[src/rtl/imm_gen_pipe_if.sv]
// Request/response bundle for the pipelined immediate generator.
// The master drives instruction, select and pipeline control; the slave returns the immediate.
interface imm_gen_pipe_if #(
  parameter int XLEN = 32
);
  logic [31:0]     inst;
  logic [3:0]      imm_sel;
  logic            in_valid;
  logic            stall;
  logic            flush;
  logic [XLEN-1:0] imm_ext;
  logic            out_valid;
  logic            illegal_sel;

  modport master (
    output inst, imm_sel, in_valid, stall, flush,
    input  imm_ext, out_valid, illegal_sel
  );

  modport slave (
    input  inst, imm_sel, in_valid, stall, flush,
    output imm_ext, out_valid, illegal_sel
  );
endinterface

[src/rtl/imm_gen_pipe.sv]
// ID-stage immediate generator: combinational extract/extend core followed by
// 1..2 register stages with valid, stall and flush; outputs come from the last stage.
module imm_gen_pipe #(
  parameter int XLEN        = 32,
  parameter int PIPE_STAGES = 1
) (
  input  logic         CLK,
  input  logic         RESETn,
  imm_gen_pipe_if.slave bus
);

  generate
    if ((XLEN != 32 && XLEN != 64) || (PIPE_STAGES != 1 && PIPE_STAGES != 2)) begin : g_bad_param
      $error("imm_gen_pipe: XLEN must be 32 or 64 and PIPE_STAGES must be 1 or 2");
    end
    if ($bits(bus.imm_ext) != XLEN) begin : g_bad_if
      $error("imm_gen_pipe: interface XLEN does not match module XLEN");
    end
  endgenerate

  localparam bit IS_64 = (XLEN == 64);

  logic [31:0]     inst;
  logic [3:0]      imm_sel;
  logic            ext_bit;
  logic [63:0]     wide_imm;
  logic            core_illegal;
  logic [XLEN-1:0] core_imm;
  logic            unused_bits;

  assign inst    = bus.inst;
  assign imm_sel = bus.imm_sel;

  // Every signed field has its sign in inst[31]; zero-extend forces the fill to 0.
  assign ext_bit = inst[31] & ~imm_sel[3];

  always_comb begin
    wide_imm     = 64'h0;
    core_illegal = 1'b0;
    case (imm_sel[2:0])
      3'b000:  wide_imm = {{32{inst[31]}}, inst[31:12], 12'h000};
      3'b001:  wide_imm = {{43{ext_bit}}, inst[31], inst[19:12], inst[20], inst[30:21], 1'b0};
      3'b010:  wide_imm = {{52{ext_bit}}, inst[31:20]};
      3'b011:  wide_imm = {{51{ext_bit}}, inst[31], inst[7], inst[30:25], inst[11:8], 1'b0};
      3'b100:  wide_imm = {{52{ext_bit}}, inst[31:25], inst[11:7]};
      3'b101:  wide_imm = IS_64 ? {58'h0, inst[25:20]} : {59'h0, inst[24:20]};
      default: begin
        wide_imm     = 64'h0;
        core_illegal = 1'b1;
      end
    endcase
  end

  // Built at 64 bits and truncated so the same expressions serve both widths.
  assign core_imm = wide_imm[XLEN-1:0];

  // Opcode bits and, for XLEN=32, the upper half of the wide result are intentionally dropped.
  assign unused_bits = ^{wide_imm, inst[6:0]};

  // Element k is the input of stage k; element PIPE_STAGES is the last stage output.
  logic [XLEN-1:0] chain_data  [PIPE_STAGES+1];
  logic            chain_valid [PIPE_STAGES+1];
  logic            chain_ill   [PIPE_STAGES+1];

  assign chain_data[0]  = core_imm;
  assign chain_valid[0] = bus.in_valid;
  assign chain_ill[0]   = core_illegal;

  genvar gi;
  generate
    for (gi = 0; gi < PIPE_STAGES; gi++) begin : g_stage
      logic [XLEN-1:0] data_q, data_d;
      logic            valid_q, valid_d;
      logic            ill_q, ill_d;

      always_comb begin
        data_d  = data_q;
        valid_d = valid_q;
        ill_d   = ill_q;
        if (bus.flush) begin
          data_d  = '0;
          valid_d = 1'b0;
          ill_d   = 1'b0;
        end else if (!bus.stall) begin
          valid_d = chain_valid[gi];
          // Payload only moves with a valid entry; bubbles leave the old data in place.
          if (chain_valid[gi]) begin
            data_d = chain_data[gi];
            ill_d  = chain_ill[gi];
          end
        end
      end

      always_ff @(posedge CLK or negedge RESETn) begin
        if (!RESETn) begin
          data_q  <= '0;
          valid_q <= 1'b0;
          ill_q   <= 1'b0;
        end else begin
          data_q  <= data_d;
          valid_q <= valid_d;
          ill_q   <= ill_d;
        end
      end

      assign chain_data[gi+1]  = data_q;
      assign chain_valid[gi+1] = valid_q;
      assign chain_ill[gi+1]   = ill_q;
    end
  endgenerate

  assign bus.imm_ext     = chain_data[PIPE_STAGES];
  assign bus.out_valid   = chain_valid[PIPE_STAGES];
  assign bus.illegal_sel = chain_ill[PIPE_STAGES];

endmodule
[src/flat_wrapper.sv]
// flat-port wrapper written by rule: the top's interface ports become plain ports
module imm_gen_pipe_flat 
#(
  parameter int XLEN        = 32,
  parameter int PIPE_STAGES = 1
)
  (CLK, RESETn, bus_inst, bus_imm_sel, bus_in_valid, bus_stall, bus_flush, bus_imm_ext, bus_out_valid, bus_illegal_sel);
  imm_gen_pipe_if #(.XLEN(XLEN)) bus_i ();
  input  logic CLK;
  input  logic RESETn;
  input wire logic [$bits(bus_i.inst)-1:0] bus_inst;
  input wire logic [$bits(bus_i.imm_sel)-1:0] bus_imm_sel;
  input wire logic [$bits(bus_i.in_valid)-1:0] bus_in_valid;
  input wire logic [$bits(bus_i.stall)-1:0] bus_stall;
  input wire logic [$bits(bus_i.flush)-1:0] bus_flush;
  output wire logic [$bits(bus_i.imm_ext)-1:0] bus_imm_ext;
  output wire logic [$bits(bus_i.out_valid)-1:0] bus_out_valid;
  output wire logic [$bits(bus_i.illegal_sel)-1:0] bus_illegal_sel;
  assign bus_i.inst = bus_inst;
  assign bus_i.imm_sel = bus_imm_sel;
  assign bus_i.in_valid = bus_in_valid;
  assign bus_i.stall = bus_stall;
  assign bus_i.flush = bus_flush;
  assign bus_imm_ext = bus_i.imm_ext;
  assign bus_out_valid = bus_i.out_valid;
  assign bus_illegal_sel = bus_i.illegal_sel;
  imm_gen_pipe #(.XLEN(XLEN), .PIPE_STAGES(PIPE_STAGES)) u_core (.CLK(CLK), .RESETn(RESETn), .bus(bus_i));
endmodule
[config.mk]
export PLATFORM = sky130hd
export DESIGN_NAME = imm_gen_pipe_flat
export DESIGN_NICKNAME = d
export VERILOG_FILES = /design/src/rtl/imm_gen_pipe_if.sv /design/src/rtl/imm_gen_pipe.sv /design/src/flat_wrapper.sv
export SDC_FILE = /design/constraint.sdc
export NUM_CORES = 1
export LEC_CHECK = 0
export ABC_AREA = 1
export BUFFER_PORTS_ARGS = -buffer_cell sky130_fd_sc_hd__buf_4
export CORE_ASPECT_RATIO = 0.75
export CORE_MARGIN = 2
export CORE_UTILIZATION = 25
export DETAILED_ROUTE_END_ITERATION = 10
export PLACE_DENSITY = 0.59
export REMOVE_ABC_BUFFERS = 1
export SYNTH_ARGS = -nofsm -noshare
export SYNTH_HDL_FRONTEND = slang
export SYNTH_SLANG_ARGS = --single-unit
[constraint.sdc]
create_clock -name CLK -period 0.8 [get_ports CLK]
set_input_delay 0.16 -clock CLK [delete_from_list [all_inputs] [get_ports CLK]]
set_output_delay 0.16 -clock CLK [all_outputs]
set_load 0.02 [all_outputs]
==> run_results.csv, run 1 <==
group,metric,value,unit
timing,finalCritPeriodShare,125,%
synth,ys_top_cells_by_area,"dfrtp_1, nand2_1, nand3_1",
critical_path,path_delay_family,"flip-flops",
critical_path,path_buf_inv,1,
synth,synth_simple_gate_area_share,41.1,%
global_routing,grt-ovfl-total,0,
clock_tree,cts_buffers,5,
timing,relSlewSlack,70.5,%
cells_and_area,diodes,0,
floorplan,die_area,0.00788,mm2
route,routedWlPerCell,12.1,um
clock_tree,cts_max_level,2,
clock_tree,cts_tree,"built",
placed_design,gp_congestion,0.836,
cells_and_area,fin_cells,454,
placed_design,dpl.cell_count,422,
global_routing,grt_pass1_vias,1825,
critical_path,crit_required,0.64,ns
timing,finalSetupTns,-5.98,ns
synth,ys_ff_latch,34,
outcome,outcome,"finished, violations left",
route,vias,1913,
timing,worst_slack,-0.198,ns
critical_path,r2r_end,"u_core.bus.imm_ext[17]",
synth,ys_warn_count,0,
timing,hold_violations,0,
timing,worst_slew_pin_slew,0.443,ns
critical_path,crit_path_max_incr_delay,0.41,ns
route,drc,0,
global_routing,grt_pass1_wl,8.61,mm
floorplan,die_y,77.4,um
synth,synth_compound_gate_area_share,4.04,%
cells_and_area,post-route-util,45.0,%
worst_hold_path,min_path_type,"in -> reg",
synth,syn_area_per_cell,7.36,um2
critical_path,critical_path.reg2reg.startpoint,"u_core.bus.imm_ext[17]",
floorplan,core-area,0.00690,mm2
timing,fin_skew,0,ns
critical_path,path_max_fanout,2,
critical_path,crit_end,"bus_imm_ext[7]",
pwr,power_density,1350,mW/mm2
placed_design,io_buffers,67,
floorplan,initial_core_util,26.0,%
synth,ys_seq_area_share,47.4,%
critical_path,cp_slowest_cell,"dfrtp_1",
critical_path,worstSetupPathType,"reg -> out",
synth,syn_inst,244,
route,drt_pre_antenna_iters,4,
placed_design,hpwlAfterDp,3.83,mm
outcome,violations,"negative setup slack",
timing,drv_slew,0,
critical_path,worstSetupEndpointType,"output pin",
cells_and_area,layout_commonest_cell,"nand2_1",
timing,finalCriticalPeriod,0.998,ns
synth,synthXorXnorAreaFrac,0,%
clock_tree,cts.sinks,34,
route,drt-total-wl,5.50,mm
clock_tree,cts-root-buf,"clkbuf_8",
timing,hold_slack,0.151,ns
cells_and_area,nets,396,
clock_tree,insertion_delay,0.28,ns
synth,yosys.area.top_type,"dfrtp_1",
route,first_iter_violations,95,
critical_path,path_cells,"buf_6",
critical_path,critPathLaunchType,"flip-flop",
clock_tree,clkTransAtPathRegs,0.07,ns
cells_and_area,area_growth,72.8,%
global_routing,antenna_found_initial,0,
timing,setup_viol,35,
run,max_cap_violations,0,
critical_path,cp.depth,1,
route,viasPerCell,4.21,
global_routing,grt_max_degree,35,
floorplan,die_w,102,um
synth,synth.mux.area_fraction,0,%
critical_path,worstPathArrival,0.84,ns
clock_tree,clockBufferDepth,2,
cells_and_area,final_cell_mix,"nand2_1, buf_4, buf_6",
pwr,ir_worst_vdd,0.000628,V
pwr,p_leak,0.00177,uW
synth,synth_fa_ha_area_share,0,%
route,ant_nets,0,
synth,synth_top_family_by_area,"simple AND/OR/NAND/NOR gates",
critical_path,reg2reg_depth,4,
worst_hold_path,hold_path_depth,3,
timing,max_clock_freq,1.00,GHz
synth,syn_area,0.00180,mm2
timing,rsz0062_at_grt,"true",
floorplan,ios,75,
critical_path,critPathLaunch,"u_core.bus.imm_ext[7]",
cells_and_area,layout-drive-gt1-share,44.4,%
synth,synth_top_area_share,47.4,%
critical_path,rrSetupSlack,-0.04,ns
floorplan,rows,26,
synth,synth_cell_types,21,
global_routing,grt_use_total,13.8,%
## worst register-to-register path: stages, from the launching register on
cell     delay [ns]
dfrtp_1        0.39
buf_4          0.13
buf_4          0.12
nand2_1        0.05
nand2_1        0.05
## per-layer routing
metal,GRT usage [%],share of wire (%),up-vias
met3,4.05,6.1,4
met1,20.5,50,872
met2,19.8,43,56
met4,2.67,0.42,0
li1,-,-,981
met5,0,0,-
## state kept, by name, summed over array words and instances, names as in the netlist
signal                  count
u_core.bus.imm_ext         32
u_core.bus.illegal_sel      1
u_core.bus.out_valid        1
## worst min path at each step
stage | start | to | slack [ns]
after floorplan | RESETn | u_core.bus.illegal_sel | -0.14
after global placement | RESETn | u_core.bus.out_valid | 0.14
after detailed placement | RESETn | u_core.bus.out_valid | 0.14
after CTS | bus_stall | u_core.bus.out_valid | 0.12
after global routing | bus_inst[25] | u_core.bus.imm_ext[5] | 0.17
final | bus_inst[27] | u_core.bus.imm_ext[7] | 0.15
## final cells by class
type | count | area (um2)
fill | 721 | 3790
timing repair buffer | 114 | 1060
multi-input combinational | 189 | 912
sequential | 34 | 851
tap | 98 | 123
clock buffer | 8 | 110
inverter | 11 | 46.3
## what timing repair did
item / 4_1_cts / 5_1_grt
endpoints found under the setup margin: 34 / 60
cloned: 0 / 2
setup buffers: 12 / 13
resized for setup: 35 / 44
hold endpoints to repair: 34 / 0
pin swaps: 0 / 20
hold buffers: 1 / 0
## logic make-up (layout without fill, tap and decap cells)
group / Yosys count / count (layout)
AO/OA/AOI/OAI: 11 / 11
buffers and inverters: 22 / 133
flip-flops: 34 / 34
AND/OR/NAND/NOR: 177 / 178
## through the flow
step                      power, uW  worst slack (ns)  instance area (um2)
after floorplan                2120            -0.265                 1710
after global placement         2580            -0.272                 2550
after detailed placement       2590            -0.286                 2550
after CTS                      4170            -0.210                 2890
after global routing           4400            -0.218                 3100
final                          4200            -0.198                 3100
## synthesized netlist by cell type
| cell type | n |
|---|---|
| nor2_2 | 3 |
| a21oi_4 | 1 |
| dfrtp_1 | 34 |
| o31ai_1 | 1 |
| inv_4 | 1 |
| buf_2 | 3 |
| o21ai_2 | 1 |
| nand2_1 | 148 |
| nand3_1 | 18 |
| buf_6 | 5 |
| o21ai_0 | 6 |
| nand2_2 | 2 |
| inv_1 | 7 |
| inv_2 | 3 |
| nand2_4 | 1 |
| o21ai_1 | 2 |
| buf_4 | 2 |
| nor2_4 | 1 |
| clkbuf_1 | 1 |
| nand4_1 | 3 |
| nor2_8 | 1 |
## where the power goes
group          leakage [uW]  switching [uW]  internal, uW
registers          0.000470            39.2          1770
clock network     0.0000575             625           870
logic               0.00124             459           438
total               0.00177            1120          3080
(Power assumes the default switching activity.)
==> run 2, diff against run 1 <==
--- a/config.mk
+++ b/config.mk
@@ -5,13 +5,12 @@
 export SDC_FILE = /design/constraint.sdc
 export NUM_CORES = 1
 export LEC_CHECK = 0
-export ABC_AREA = 1
 export BUFFER_PORTS_ARGS = -buffer_cell sky130_fd_sc_hd__buf_4
 export CORE_ASPECT_RATIO = 0.75
 export CORE_MARGIN = 2
 export CORE_UTILIZATION = 25
 export DETAILED_ROUTE_END_ITERATION = 10
-export PLACE_DENSITY = 0.59
+export PLACE_DENSITY = 0.6
 export REMOVE_ABC_BUFFERS = 1
 export SYNTH_ARGS = -nofsm -noshare
 export SYNTH_HDL_FRONTEND = slang
==> run_results.csv, run 2 <==
group,metric,value,unit
synth,synth_top_area_share,52.1,%
timing,setup_viol,66,
route,routedWlPerCell,14.7,um
route,viasPerCell,4.75,
synth,ys_warn_count,0,
synth,yosys.area.top_type,"dfrtp_1",
critical_path,path_max_fanout,2,
global_routing,grt_pass1_vias,1704,
outcome,outcome,"finished, violations left",
global_routing,grt_pass1_wl,8.51,mm
route,vias,1687,
synth,synth_fa_ha_area_share,0,%
pwr,ir_worst_vdd,0.000550,V
critical_path,critPathLaunchType,"flip-flop",
timing,worst_slack,-0.277,ns
route,drt-total-wl,5.22,mm
synth,syn_inst,147,
synth,ys_seq_area_share,52.1,%
timing,finalCriticalPeriod,1.08,ns
clock_tree,insertion_delay,0.28,ns
cells_and_area,seq_area,851,um2
worst_hold_path,hold_path_depth,2,
synth,synth_top_family_by_area,"compound AO/OA/AOI/OAI gates",
critical_path,path_delay_family,"flip-flops",
synth,synthMostInstantiatedCell,"dfrtp_1",
timing,hold_violations,0,
cells_and_area,largest_reg_flops,32,
cells_and_area,final_cell_mix,"buf_4, buf_6, dfrtp_1",
critical_path,critical_path.reg2reg.startpoint,"u_core.bus.imm_ext[24]",
cells_and_area,area_growth,98.5,%
synth,async_reset_ff_share,100,%
critical_path,cp.depth,2,
synth,synth_compound_gate_area_share,27.3,%
placed_design,placed_cell_area,0.00251,mm2
cells_and_area,n_fill_cell,591,
pwr,power_density,1370,mW/mm2
global_routing,grt_use_total,15.2,%
synth,synth_ff_type,"dfrtp_1",
placed_design,dpl.cell_count,323,
global_routing,antenna_found_initial,0,
timing,fin_skew,0,ns
run,max_cap_violations,0,
placed_design,hpwlAfterDp,3.66,mm
critical_path,path_cells,"buf_6 -> buf_6",
critical_path,cp_slowest_cell,"dfrtp_1",
placed_design,io_buffers,67,
critical_path,worstSetupEndpointType,"output pin",
synth,synth.mux.area_fraction,4.37,%
floorplan,die_area,0.00719,mm2
synth,syn_area,0.00163,mm2
route,drc,0,
cells_and_area,layout_commonest_cell,"buf_4",
outcome,violations,"negative setup slack",
cells_and_area,post-route-util,51.3,%
cells_and_area,final_cell_area,0.00324,mm2
synth,ys_ff_latch,34,
worst_hold_path,min_path_type,"in -> reg",
clock_tree,cts-root-buf,"clkbuf_8",
critical_path,reg2reg_depth,2,
synth,synthXorXnorAreaFrac,0,%
synth,synth_edf_count,0,
floorplan,die_w,97.3,um
floorplan,ios,75,
timing,worst_slew_pin_slew,0.323,ns
critical_path,rrSetupSlack,-0.15,ns
timing,hold_slack,0.0990,ns
timing,finalSetupTns,-8.80,ns
clock_tree,cts_buffers,5,
critical_path,path_buf_inv,2,
clock_tree,cts_tree,"built",
timing,max_clock_freq,0.929,GHz
critical_path,r2r_end,"u_core.bus.imm_ext[24]",
timing,finalCritPeriodShare,135,%
critical_path,worstPathArrival,0.92,ns
clock_tree,cts_max_level,2,
global_routing,grt_max_degree,35,
synth,synth_simple_gate_area_share,12.2,%
floorplan,core-area,0.00632,mm2
cells_and_area,nets,315,
synth,synth.top_cells.by_count,"dfrtp_1, a221o_1, a21oi_1, a22o_1, nand2_1",
synth,synth_cell_types,33,
floorplan,die_y,74.0,um
synth,syn_area_per_cell,11.1,um2
cells_and_area,layout-drive-gt1-share,63.1,%
floorplan,rows,25,
placed_design,gp_congestion,0.821,
timing,rsz0062_at_grt,"true",
critical_path,worstSetupPathType,"reg -> out",
critical_path,critPathLaunch,"u_core.bus.imm_ext[20]",
timing,relSlewSlack,78.4,%
clock_tree,cts.sinks,34,
critical_path,crit_required,0.64,ns
timing,drv_slew,0,
global_routing,grt-ovfl-total,0,
cells_and_area,diodes,0,
cells_and_area,fin_cells,355,
route,drt_pre_antenna_iters,4,
synth,ys_top_cells_by_area,"dfrtp_1, a221o_1, a22o_1",
critical_path,crit_path_max_incr_delay,0.40,ns
critical_path,worst_path_most_repeated_cell,"buf_6",
clock_tree,clkTransAtPathRegs,0.07,ns
critical_path,crit_end,"bus_imm_ext[20]",
pwr,p_leak,0.00158,uW
route,ant_nets,0,
floorplan,initial_core_util,25.8,%
clock_tree,clockBufferDepth,2,
cells_and_area,multi_input_comb_area,902,um2
route,first_iter_violations,42,
==> run 2: cell types whose count changed in the layout (fill, tap and decap cells not counted), moves of 5 or more <==
cell / delta
buf_6: +7
a22o_1: +11
a221o_1: +13
nand2_1: -128
nand2_2: -13
a22oi_2: +5
nand2b_1: +5
nor2_1: +5
nand3_1: -15
a21oi_1: +7
mux2i_1: +6
==> run 2: worst min path at each step <==
stage                       from                     end  slack, ns
CTS                 bus_inst[25]   u_core.bus.imm_ext[5]       0.09
finish              bus_inst[25]   u_core.bus.imm_ext[5]        0.1
global route        bus_inst[25]   u_core.bus.imm_ext[5]       0.09
global placement          RESETn   u_core.bus.imm_ext[6]       0.12
detailed placement        RESETn  u_core.bus.imm_ext[10]       0.12
floorplan                 RESETn  u_core.bus.illegal_sel      -0.14
==> run 2: per-layer routing <==
| layer | global-route usage (%) | routed length (um) | share of wire, % |
|---|---|---|---|
| met5 | 0 | 0 | 0 |
| met2 | 23.1 | 2380 | 46 |
| met4 | 4.48 | 21 | 0.40 |
| met3 | 3.95 | 246 | 4.7 |
| met1 | 21.7 | 2560 | 49 |
==> run 2: layout make-up <==
type / instances / area share (%)
flip-flops and latches: 34 / 26.3
clock inverters: 1 / 0.927
well taps: 81 / 3.13
multi-input cells: 101 / 27.8
clock buffers: 6 / 2.55
inverters: 2 / 0.232
repair buffers: 130 / 39.0
==> run 2: cell families after synthesis <==
| family | count (synthesis) |
|---|---|
| and+or+nand+nor | 35 |
| muxes | 7 |
| buffers and inverters | 12 |
| DFF | 34 |
| AOI/OAI and AO/OA | 59 |
==> run 2: worst reg2reg max path, cell delays in order (launching register included) <==
cell and delay (ns):
dfrtp_1 0.40, buf_4 0.14, a221o_1 0.31
==> run 2: stage by stage <==
step	worst slack (ns)	total power [uW]
floorplan	-0.859	2100
global placement	-0.440	2610
detailed placement	-0.470	2620
CTS	-0.276	4440
global route	-0.305	4660
finish	-0.277	4430
==> run 2: power by group <==
part           internal (uW)  leakage, uW  total [uW]  switching (uW)
Clock                    996    0.0000573        1590             591
Combinational            577      0.00105        1040             458
Sequential              1770     0.000469        1810            40.5
Total                   3340      0.00158        4430            1090
==> run 2: what timing repair did <==
item                       4_1_cts  5_1_grt
hold endpoints to repair        34        0
buffers inserted                16        8
cloned                           3        0
setup endpoints to repair       66       66
hold buffers                     1        0
gates resized for setup         83       23
pin swaps                       22        9
